## src/rtl/ro_puf_pkg.sv

```systemverilog
// Shared types and helpers for the ring-oscillator PUF comparator.
package ro_puf_pkg;

  // Measurement sequencer states
  typedef enum logic [2:0] {
    IDLE,
    SETTLE,
    COUNT,
    COMPARE,
    DONE
  } state_e;

  // Shortest settle period that still covers the 2-flop sync plus edge register
  localparam int SETTLE_MIN = 3;

  // Increment that sticks at the all-ones value of a counter 'width' bits wide
  function automatic logic [31:0] sat_inc(input logic [31:0] value, input int unsigned width);
    logic [31:0] maxVal;
    maxVal = (width >= 32) ? 32'hFFFF_FFFF : ((32'd1 << width) - 32'd1);
    return (value >= maxVal) ? maxVal : value + 32'd1;
  endfunction

endpackage

```

## src/rtl/ro_puf_cmp_counter.sv

```systemverilog
// Edge counter for one asynchronous RO: 2-flop synchroniser, rising-edge
// detect and a saturating counter with a sticky saturation flag.
module ro_edge_counter
  import ro_puf_pkg::*;
#(
  parameter int CNT_W = 16
) (
  input  logic             clk_i,
  input  logic             rst_i,
  input  logic             ro_i,
  input  logic             clr_i,
  input  logic             en_i,
  output logic [CNT_W-1:0] cnt_o,
  output logic             sat_o
);

  logic             sync1_q, sync2_q, prev_q;
  logic [CNT_W-1:0] cnt_q, cnt_d;
  logic             sat_q, sat_d;
  logic             rise;

  assign rise = sync2_q & ~prev_q;

  // Next count: clear wins, otherwise count synchronised rising edges while enabled
  always_comb begin
    cnt_d = cnt_q;
    sat_d = sat_q;
    if (clr_i) begin
      cnt_d = '0;
      sat_d = 1'b0;
    end else if (en_i && rise) begin
      cnt_d = CNT_W'(sat_inc(32'(cnt_q), CNT_W));
      if (cnt_d == '1) begin
        sat_d = 1'b1;
      end
    end
  end

  // Synchroniser, edge history and counter registers
  always_ff @(posedge clk_i) begin
    if (rst_i) begin
      sync1_q <= 1'b0;
      sync2_q <= 1'b0;
      prev_q  <= 1'b0;
      cnt_q   <= '0;
      sat_q   <= 1'b0;
    end else begin
      sync1_q <= ro_i;
      sync2_q <= sync1_q;
      prev_q  <= sync2_q;
      cnt_q   <= cnt_d;
      sat_q   <= sat_d;
    end
  end

  assign cnt_o = cnt_q;
  assign sat_o = sat_q;

endmodule

```

## src/rtl/ro_puf_cmp.sv

```systemverilog
// Ring-oscillator PUF comparator: enables a challenge-selected RO pair,
// counts their edges over a programmable window and compares the counts.
module ro_puf_cmp
  import ro_puf_pkg::*;
#(
  parameter int NUM_RO     = 16,
  parameter int SEL_W      = $clog2(NUM_RO),
  parameter int CNT_W      = 16,
  parameter int WIN_W      = 16,
  parameter int SETTLE_CYC = 4
) (
  input  logic              clk_i,
  input  logic              rst_i,
  input  logic              start_i,
  input  logic [SEL_W-1:0]  sel1_i,
  input  logic [SEL_W-1:0]  sel2_i,
  input  logic [WIN_W-1:0]  win_len_i,
  input  logic [NUM_RO-1:0] ro_i,
  output logic [NUM_RO-1:0] ro_en_o,
  output logic              busy_o,
  output logic              done_o,
  output logic              puf_bit_o,
  output logic [CNT_W-1:0]  cnt1_o,
  output logic [CNT_W-1:0]  cnt2_o,
  output logic              tie_o,
  output logic              sat_o,
  output logic              err_o
);

  localparam logic [WIN_W-1:0] SettleLast = WIN_W'(SETTLE_CYC - 1);

  state_e            state_q, state_d;
  logic [WIN_W-1:0]  cycCnt_q, cycCnt_d;
  logic [WIN_W-1:0]  winLen_q, winLen_d;
  logic [SEL_W-1:0]  sel1_q, sel1_d, sel2_q, sel2_d;
  logic              puf_q, puf_d, tie_q, tie_d, err_q, err_d;
  logic              challengeBad, clrCnt, cntEn;
  logic              roA, roB, satA, satB;
  logic [CNT_W-1:0]  cntA, cntB;
  logic [NUM_RO-1:0] enMask;

  assign challengeBad = (sel1_i == sel2_i) || (int'(sel1_i) >= NUM_RO) ||
                        (int'(sel2_i) >= NUM_RO) || (win_len_i == '0);
  assign roA    = ro_i[sel1_q];
  assign roB    = ro_i[sel2_q];
  assign cntEn  = (state_q == COUNT);
  assign enMask = (NUM_RO'(1) << sel1_q) | (NUM_RO'(1) << sel2_q);

  ro_edge_counter #(.CNT_W(CNT_W)) u_cntA (
    .clk_i (clk_i),
    .rst_i (rst_i),
    .ro_i  (roA),
    .clr_i (clrCnt),
    .en_i  (cntEn),
    .cnt_o (cntA),
    .sat_o (satA)
  );

  ro_edge_counter #(.CNT_W(CNT_W)) u_cntB (
    .clk_i (clk_i),
    .rst_i (rst_i),
    .ro_i  (roB),
    .clr_i (clrCnt),
    .en_i  (cntEn),
    .cnt_o (cntB),
    .sat_o (satB)
  );

  // Sequencer next state: accept/validate, settle, count window, compare, report
  always_comb begin
    state_d  = state_q;
    cycCnt_d = cycCnt_q;
    winLen_d = winLen_q;
    sel1_d   = sel1_q;
    sel2_d   = sel2_q;
    puf_d    = puf_q;
    tie_d    = tie_q;
    err_d    = err_q;
    clrCnt   = 1'b0;
    case (state_q)
      IDLE: begin
        if (start_i) begin
          sel1_d   = sel1_i;
          sel2_d   = sel2_i;
          winLen_d = win_len_i;
          cycCnt_d = '0;
          puf_d    = 1'b0;
          tie_d    = 1'b0;
          clrCnt   = 1'b1;
          err_d    = challengeBad;
          state_d  = challengeBad ? DONE : SETTLE;
        end
      end
      SETTLE: begin
        if (cycCnt_q == SettleLast) begin
          cycCnt_d = '0;
          state_d  = COUNT;
        end else begin
          cycCnt_d = cycCnt_q + 1'b1;
        end
      end
      COUNT: begin
        if (cycCnt_q == winLen_q - 1'b1) begin
          cycCnt_d = '0;
          state_d  = COMPARE;
        end else begin
          cycCnt_d = cycCnt_q + 1'b1;
        end
      end
      COMPARE: begin
        puf_d   = (cntA > cntB);
        tie_d   = (cntA == cntB);
        state_d = DONE;
      end
      DONE: begin
        state_d = IDLE;
      end
      default: begin
        state_d = IDLE;
      end
    endcase
  end

  // Sequencer and result registers; reset overrides any pending start
  always_ff @(posedge clk_i) begin
    if (rst_i) begin
      state_q  <= IDLE;
      cycCnt_q <= '0;
      winLen_q <= '0;
      sel1_q   <= '0;
      sel2_q   <= '0;
      puf_q    <= 1'b0;
      tie_q    <= 1'b0;
      err_q    <= 1'b0;
    end else begin
      state_q  <= state_d;
      cycCnt_q <= cycCnt_d;
      winLen_q <= winLen_d;
      sel1_q   <= sel1_d;
      sel2_q   <= sel2_d;
      puf_q    <= puf_d;
      tie_q    <= tie_d;
      err_q    <= err_d;
    end
  end

  assign ro_en_o   = (state_q == SETTLE || state_q == COUNT) ? enMask : '0;
  assign busy_o    = (state_q != IDLE);
  assign done_o    = (state_q == DONE);
  assign puf_bit_o = puf_q;
  assign tie_o     = tie_q;
  assign err_o     = err_q;
  assign sat_o     = satA | satB;
  assign cnt1_o    = cntA;
  assign cnt2_o    = cntB;

endmodule

```

## config.mk

```make
export PLATFORM = sky130hd
export DESIGN_NAME = ro_puf_cmp
export DESIGN_NICKNAME = d
export VERILOG_FILES = /design/src/rtl/ro_puf_pkg.sv /design/src/rtl/ro_puf_cmp_counter.sv /design/src/rtl/ro_puf_cmp.sv
export SDC_FILE = /design/constraint.sdc
export NUM_CORES = 1
export LEC_CHECK = 0
export ABC_CLOCK_PERIOD_IN_PS = 7700
export CORE_ASPECT_RATIO = 0.7
export CORE_MARGIN = 2
export CORE_UTILIZATION = 57
export DETAILED_ROUTE_END_ITERATION = 10
export GPL_ROUTABILITY_DRIVEN = 0
export MAX_ROUTING_LAYER = met4
export PLACE_DENSITY_LB_ADDON = 0.05
export SYNTH_ARGS = -nofsm -noshare
export SYNTH_HDL_FRONTEND = slang
export SYNTH_SLANG_ARGS = --single-unit
```

## constraint.sdc

```tcl
create_clock -name clk_i -period 7.7 [get_ports clk_i]
set_clock_uncertainty 0.2 [all_clocks]
set_input_delay 1.54 -clock clk_i [delete_from_list [all_inputs] [get_ports clk_i]]
set_output_delay 1.54 -clock clk_i [all_outputs]
set_load 0.005 [all_outputs]
```

* Yosys cells after proc, flatten, opt, wreduce, memory -nomap -nowiden *
Cells that the tools add are included.

operators by class
  equality and inequality tests = 13
  bitwise gates (word level) = 6
  shift-type cells = 2
  $lt $le $gt $ge = 5
  mux-type cells = 21
  $add $sub $neg = 4
  reduce and logical (&&, ||, !) cells = 16

operator list
  operator               count
  $mux 16                6
  $add 16x1->16 const B  3
  $pmux 16 s3            1
  $eq 16x16->1           2
  $eq 16x16->1 const B   2
  $ge 16x16->1 const B   2
  $shl 1x4->16 const A   2
  $eq 16x2->1 const B    1
  $gt 16x16->1           1
  $logic_not 16->1       1
  $or 16x16->16          1
  $sub 16x1->16 const B  1
  $mux 3                 4
  $pmux 3 s4             1
  $lt 4x5->1 const B     2
  $reduce_and 2->1       5
  $bmux 1 s4             2
  $eq 3x2->1 const B     2
  $ne 2x2->1 const B     3
  $reduce_bool 3->1      2
  $mux 1                 5
  $eq 4x4->1             1
  $pmux 1 s2             2
  $eq 3x1->1 const B     1
  10 further kinds       14

storage, ports and cells
  register bits = 86
  word-level logic and storage cells = 85
  output and inout port bits = 54

* Longest topological paths before layout *
Gate-level depths: netlist of the first run.

  depth after elaboration = 5
  gate-level depth with buffers = 12
  mapped depth without buffers = 9

* Cells and area by module *
From an unflattened synthesis of the first run, not the netlist that was laid out.

unflattened totals
  cells, all modules = 750
  area, all modules = 5865.6 sq um

modules (own cells, without submodules)
  module           area each (sq um)  seq. area each (sq um)  times used  cells an instance
  ro_puf_cmp       3716.1             920.9                   1           490
  ro_edge_counter  1074.8             400.4                   2           130

* Least setup slack after synthesis of the first run *
OpenSTA, ideal clock, no wires.

  path type = register -> output
  from = register state_q[1]
  to = output ro_en_o[10]
  path slack = 4.528 ns
  arrival = 1.432 ns
  cell stages (with the launch flop) = 7
  buffers on the path = 3
  path through = dfxtp_1 > clkbuf_1 > xnor2_1 > or2_2 > clkbuf_1 > clkbuf_1 > nor2_1

between the ends
  cells in the longest elaborated chain, start to end = 3

RTL lines
  item                                      RTL line           source
  from (decl)                               ro_puf_cmp.sv:32   state_e state_q, state_d;
  from (signal assigned)                    ro_puf_cmp.sv:136  state_q <= state_d;
  $eq 3x1->1 or $eq 3x2->1 (tied branches)  ro_puf_cmp.sv:147  assign ro_en_o = (state_q == SETTLE || state_q == COUNT) ? enMask : '0;
  $logic_or 1x1->1 *                        ro_puf_cmp.sv:147
  $mux 16 *                                 ro_puf_cmp.sv:147
  to (decl)                                 ro_puf_cmp.sv:19   output logic [NUM_RO-1:0] ro_en_o,

Every way passes the cells marked *; elsewhere a longest branch is shown, timed or not.

* Final worst setup path of the first run *
  from = input start_i
  to = register cycCnt_q[8]

between the ends
  cells in the longest elaborated chain, start to end = 2

RTL lines
  item                               RTL line           source
  from (decl)                        ro_puf_cmp.sv:14   input logic start_i,
  $ne 2x2->1 (no source line)        n/a
  $reduce_and 2->1 (no source line)  n/a
  to (signal assigned)               ro_puf_cmp.sv:137  cycCnt_q <= cycCnt_d;
  to (decl)                          ro_puf_cmp.sv:33   logic [WIN_W-1:0] cycCnt_q, cycCnt_d;

Every way passes these cells.
A chain may end at the register's enable or synchronous reset.

==> results of run 1 <==
registers in the layout, indices dropped and copies added (netlist names), 3 cells and up:
signal	cells
u_cntA.cnt_o	16
u_cntB.cnt_o	16
winLen_q	16
sel1_q	4
state_q	3
sel2_q	4
cycCnt_q	16
routing by layer:
layer,global-route usage,wire length [um]
met5,-,0
met4,0.0733,174
met3,0.0609,1280
met2,0.461,7200
met1,0.463,7740
where the power goes:
group / total [W] / internal [W] / switching (W)
logic: 0.000482 / 0.000200 / 0.000283
registers: 0.000556 / 0.000482 / 0.0000740
clock network: 0.000467 / 0.000285 / 0.000182
total: 0.00151 / 0.000967 / 0.000539
final cells by class:
type	count	area (um^2)
sequential	86	1720
tap	128	160
clock inverter	5	83.8
timing repair buffer	99	983
fill	779	2810
multi-input combinational	568	3590
inverter	29	109
clock buffer	11	233
cell families (layout without fill, tap and decap cells):
logic type	Yosys count	after routing	synth area share
and+or+nand+nor	330	330	0.291
muxes	16	16	0.0505
AOI/OAI and AO/OA	171	171	0.201
xor gates and xnor gates	31	31	0.0480
DFF	86	86	0.305
buffers and inverters	83	144	0.0609
adders and majority gates	20	20	0.0443
cells in the final DEF, fill, tap and decap left out, types with 7 or more instances in the layout:
master	count
nand2b_1	13
clkdlybuf4s50_1	96
xnor2_1	23
o21a_1	7
nand2_1	104
nor4_1	9
a211oi_1	10
clkbuf_16	9
a41oi_1	9
a311oi_1	8
nand3_1	28
xor2_1	8
inv_1	29
mux4_2	10
dfxtp_1	86
o21ai_0	24
nand4_1	27
nor2b_1	11
nor2_1	63
a31oi_1	14
nor3_1	29
o22a_1	9
a21oi_1	54
ha_1	20
final timing paths:
check / from / to / slack (ns) / cells past startpoint
worst max-delay path: start_i / cycCnt_q[8]$_SDFFE_PP0P_ / 2.99 / 6
worst min-delay path: u_cntA.sync1_q$_SDFF_PP0_ / u_cntA.sync2_q$_SDFF_PP0_ / 0.25 / 1
worst max register to register: state_q[1]$_SDFFE_PP0P_ / cycCnt_q[8]$_SDFFE_PP0P_ / 4.00 / 6
worst min register to register: u_cntA.sync1_q$_SDFF_PP0_ / u_cntA.sync2_q$_SDFF_PP0_ / 0.25 / 1
through the flow:
stage,area [um^2],power [W],utilization,hold WS [ns]
3_5_place_dp,6560,0.00104,0.677,0.237
5_1_grt,6880,0.00158,0.710,0.269
2_1_floorplan,5650,0.000896,-,0.214
3_3_place_gp,6560,0.00102,0.677,0.226
6_report,6880,0.00151,0.710,0.255
4_1_cts,6880,0.00150,0.710,0.255
==> results.toml, run 1 <==
[die]
core_region_area_um2 = 9680
die_w_um = 123
ios = 97
fp.dieH_um = 87.3
start_util = 0.584
num_rows = 30
die_area_um2 = 10700

[sta]
post-route-min-period_ns = 4.71
fmax_mhz = 212
finalSetupTns_ns = 0
setup_slack_ns = 2.99
max-slew-margin-rel = 0.231
setup_viol = 0
max_slew.worst_pin.slew_ns = 1.15
rsz0062_at_grt = "false"
fin_crit_sh = 0.612
slew_violations = 0
finalHoldViolCount = 0

[status]
status = "finished clean"

[clock_network]
clk_latency_ns = 0.35
cts_setup_buffers = 0
cts.htree.levels = 3
hold_buffers = 0
cts_resized = 0
numCtsBuffers = 9
clock_sinks = 86
cts_root_buf = "clkbuf_16"
clk_pin_slew_ns = 0.06
clock_tree.buffer_depth = 2
cts_tree = "done"

[place]
dpl.hpwl_mm = 12.1
placedCellCount = 910
port-buffer-count = 96
dp_slack_ns = 2.72

[detailed_routing]
vias_per_cell = 6.40
dr_total_vias = 5924
wl_mm = 16.4
ant_nets = 0
drtPass1Iterations = 5
wl_per_cell_um = 17.7
drt_iter0_markers = 657
drcViolationCount = 0

[final_layout]
areaGrowthSynthToFinish_pct = 21.7
antennaDiodeCount = 0
drive_above_1_share = 0.0464
instances_no_fill = 926
fin_nets = 856

[global_routing]
grt_pass1_wl_mm = 26.4
grt_max_degree = 44
first_global_vias = 5333
track_usage = 0.320
antenna_found_initial = 0
overflow = 0

[synthesis]
synthFlopType = "dfxtp_1"
postSynthAreaPerCell_um2 = 7.67
syn_area_um2 = 5650
synth-seq-cells = 86
synth_edf_count = 0
synthDistinctLibCells = 60
seq_area_frac_synth = 0.305
ys.warnings.count = 0
ys_async_sr_fraction = 0
synth.most_common_cell = "nand2_1"
synth.largest_area_cell = "dfxtp_1"
synthesis.nets = 800
netlist_top_cells_area = "dfxtp_1 (30%), nand2_1 (6.9%), a21oi_1 (4.8%), ha_1 (4.4%), nor2_1 (4.2%)"
synth_top_area_share = 0.305
synthCells = 737
ys_top_cells_by_count = "nand2_1 (104), dfxtp_1 (86), nor2_1 (63)"

[worst_setup_path]
crit_chain = "clkdlybuf4s50_1 -> nand2_1 -> nand2b_1 -> nor2_1 -> nand2_1 -> o311ai_0"
worst-path-buf-inv = 1
path_delay_family = "simple AND/OR/NAND/NOR gates"
max_stage_delay_ns = 0.93
crit_path_end_kind = "flip-flop"
cp.required_ns = 7.71
worstSetupPathType = "primary input to flip-flop"
slowest_stage = "nor2_1"
crit_path_start_kind = "primary input"
cpMostUsedCell = "nand2_1"
crit_arrival_ns = 4.72
worstPathMaxFanout = 27

[run]
cap_violations = 0

[power_and_ir_drop]
peakVddDrop_mv = 0.146
powerDensity_nw_per_um2 = 219
power_leakage_nw = 2.20

[min_path]
hold_path.class = "flip-flop to flip-flop"
(Power assumes the default switching activity.)
==> run 2, diff against run 1 <==
--- a/config.mk
+++ b/config.mk
@@ -5,10 +5,10 @@
 export SDC_FILE = /design/constraint.sdc
 export NUM_CORES = 1
 export LEC_CHECK = 0
-export ABC_CLOCK_PERIOD_IN_PS = 7700
+export ABC_CLOCK_PERIOD_IN_PS = 4700
 export CORE_ASPECT_RATIO = 0.7
 export CORE_MARGIN = 2
-export CORE_UTILIZATION = 57
+export CORE_UTILIZATION = 54
 export DETAILED_ROUTE_END_ITERATION = 10
 export GPL_ROUTABILITY_DRIVEN = 0
 export MAX_ROUTING_LAYER = met4
==> constraint.sdc (replaced) <==
create_clock -name clk_i -period 4.7 [get_ports clk_i]
set_clock_uncertainty 0.2 [all_clocks]
set_input_delay 0.94 -clock clk_i [delete_from_list [all_inputs] [get_ports clk_i]]
set_output_delay 0.94 -clock clk_i [all_outputs]
set_load 0.005 [all_outputs]
==> run 2 against run 1 <==
  * Critical path type is now flip-flop to flip-flop
  * Via count down 2.2%
  * Sequential power grew 63%
  * Global-route usage fell by 2.7 points
  * Non-clock buffer count up 2
  * Critical path depth rose by 3
  * Wire length down 3.2%
  * Sequential share of layout area decreased by 0.13 points
  * Clock power is 70% higher
  * First-iteration DRC count is 1.2% higher
  * Critical endpoint is now cycCnt_q[12]$_SDFFE_PP0P_
  * Cell count rose by 0.65%
  * Count of clock-buffer cells in the layout is 1 lower
  * Worst setup slack worse by 1.8 ns
==> results.toml, run 2 (synthesis results as in run 1) <==
[min_path]
hold_path.class = "flip-flop to flip-flop"
holdPathEnd = "u_cntA.sync2_q$_SDFF_PP0_"
hold_path_startpoint = "u_cntA.sync1_q$_SDFF_PP0_"
min_path_cells = 1

[worst_setup_path]
timing.rr.start = "winLen_q[0]$_SDFFE_PP0P_"
crit_arrival_ns = 3.55
cp.required_ns = 4.72
r2r-end = "cycCnt_q[12]$_SDFFE_PP0P_"
reg2regPathDepth = 9
worstSetupPathType = "flip-flop to flip-flop"
crit_path_end_kind = "flip-flop"
crit_path_start_kind = "flip-flop"
rrSetupSlack_ns = 1.17
worstPathMaxFanout = 19

[sta]
setup_viol = 0
post-route-min-period_ns = 3.53
finalSetupTns_ns = 0
rsz0062_at_grt = "false"
max-slew-margin-rel = 0.319
fin_crit_sh = 0.750
fmax_mhz = 284
max_slew.worst_pin.slew_ns = 1.02
finalHoldViolCount = 0
slew_violations = 0
setup_slack_ns = 1.17

[clock_network]
clk_pin_slew_ns = 0.06
cts_tree = "done"
clock_tree.buffer_depth = 2
clock_sinks = 86
cts.htree.levels = 3
cts_resized = 0
hold_buffers = 0
numCtsBuffers = 9
clk_latency_ns = 0.34
cts_setup_buffers = 0
cts_root_buf = "clkbuf_16"

[detailed_routing]
drcViolationCount = 0
ant_nets = 0
drtPass1Iterations = 6
dr_total_vias = 5796
wl_mm = 15.9
met2_length_mm = 6.60
highest_layer = "met4"
wl_met3_mm = 1.29
drt_iter0_markers = 665
vias_per_cell = 6.22
wl_met1_mm = 7.78
wl_per_cell_um = 17.0

[final_layout]
drive_above_1_share = 0.0513
layout_common_cells = "nand2_1 (104), clkdlybuf4s50_1 (96), dfxtp_1 (86)"
fin_nets = 858
antennaDiodeCount = 0
areaGrowthSynthToFinish_pct = 22.3
final_common_cell = "nand2_1"
fillerInstances = 853
instances_no_fill = 932

[global_routing]
grt_max_degree = 35
antenna_found_initial = 0
track_usage = 0.293
overflow = 0
grt_pass1_wl_mm = 26.0
first_global_vias = 5124

[place]
placedCellCount = 916
dpl.hpwl_mm = 12.0
port-buffer-count = 96
dp_slack_ns = 1.20

[power_and_ir_drop]
powerDensity_nw_per_um2 = 362
power_leakage_nw = 2.22
total_power_w = 0.00250
peakVddDrop_mv = 0.267

[die]
fp.dieH_um = 89.6
ios = 97
die_w_um = 126
die_area_um2 = 11300
core_region_area_um2 = 10300
start_util = 0.550
num_rows = 31

[run]
cap_violations = 0

[status]
status = "finished clean"
[run 2: critical path: stages (launching register included)]
cell       delay [ns]
dfxtp_1          0.38
inv_1            0.11
ha_1             0.25
nor3b_1          0.66
a22oi_1          0.13
a2111oi_0        0.38
o2111ai_1        0.19
a2111o_1         0.66
a41oi_1          0.35
mux2i_1          0.10
[run 2: worst max-delay path by stage]
stage                             start                        end  slack, ns
5_1_grt        winLen_q[0]$_SDFFE_PP0P_  cycCnt_q[11]$_SDFFE_PP0P_       0.78
4_1_cts        winLen_q[0]$_SDFFE_PP0P_  cycCnt_q[12]$_SDFFE_PP0P_       1.24
6_report       winLen_q[0]$_SDFFE_PP0P_  cycCnt_q[12]$_SDFFE_PP0P_       1.17
3_5_place_dp                    start_i  u_cntA.sat_o$_SDFFE_PP0P_       1.20
3_3_place_gp                    start_i  u_cntA.sat_o$_SDFFE_PP0P_       1.22
2_1_floorplan  winLen_q[0]$_SDFFE_PP0P_   cycCnt_q[1]$_SDFFE_PP0P_       1.81
[run 2: metrics by stage]
stage,hold WS [ns],util,cell area [um^2]
finish,0.234,0.672,6910
CTS,0.238,0.672,6910
detailed placement,0.220,0.640,6580
global route,0.254,0.672,6910
floorplan,0.214,-,5650
global placement,0.220,0.640,6580
[run 2: metal layers]
layer  vias up  GRT usage
li1       2804          -
met1      2690      0.421
met2       281      0.427
met3        21     0.0581
met4         0     0.0659
met5         -          -
[run 2: cell type report]
type                       count  area [um^2]  area share
multi-input combinational    568         3590       0.519
tap                          132          165      0.0239
sequential                    86         1720       0.249
clock buffer                  10          239      0.0346
clock inverter                 6         92.6      0.0134
timing repair buffer         101          998       0.144
inverter                      29          109      0.0157
[run 2: power by group]
group	switching [W]	internal [W]	total [W]	leakage (nW)
clock	0.000310	0.000484	0.000794	0.156
combinational	0.000468	0.000334	0.000801	1.36
sequential	0.000117	0.000790	0.000907	0.698
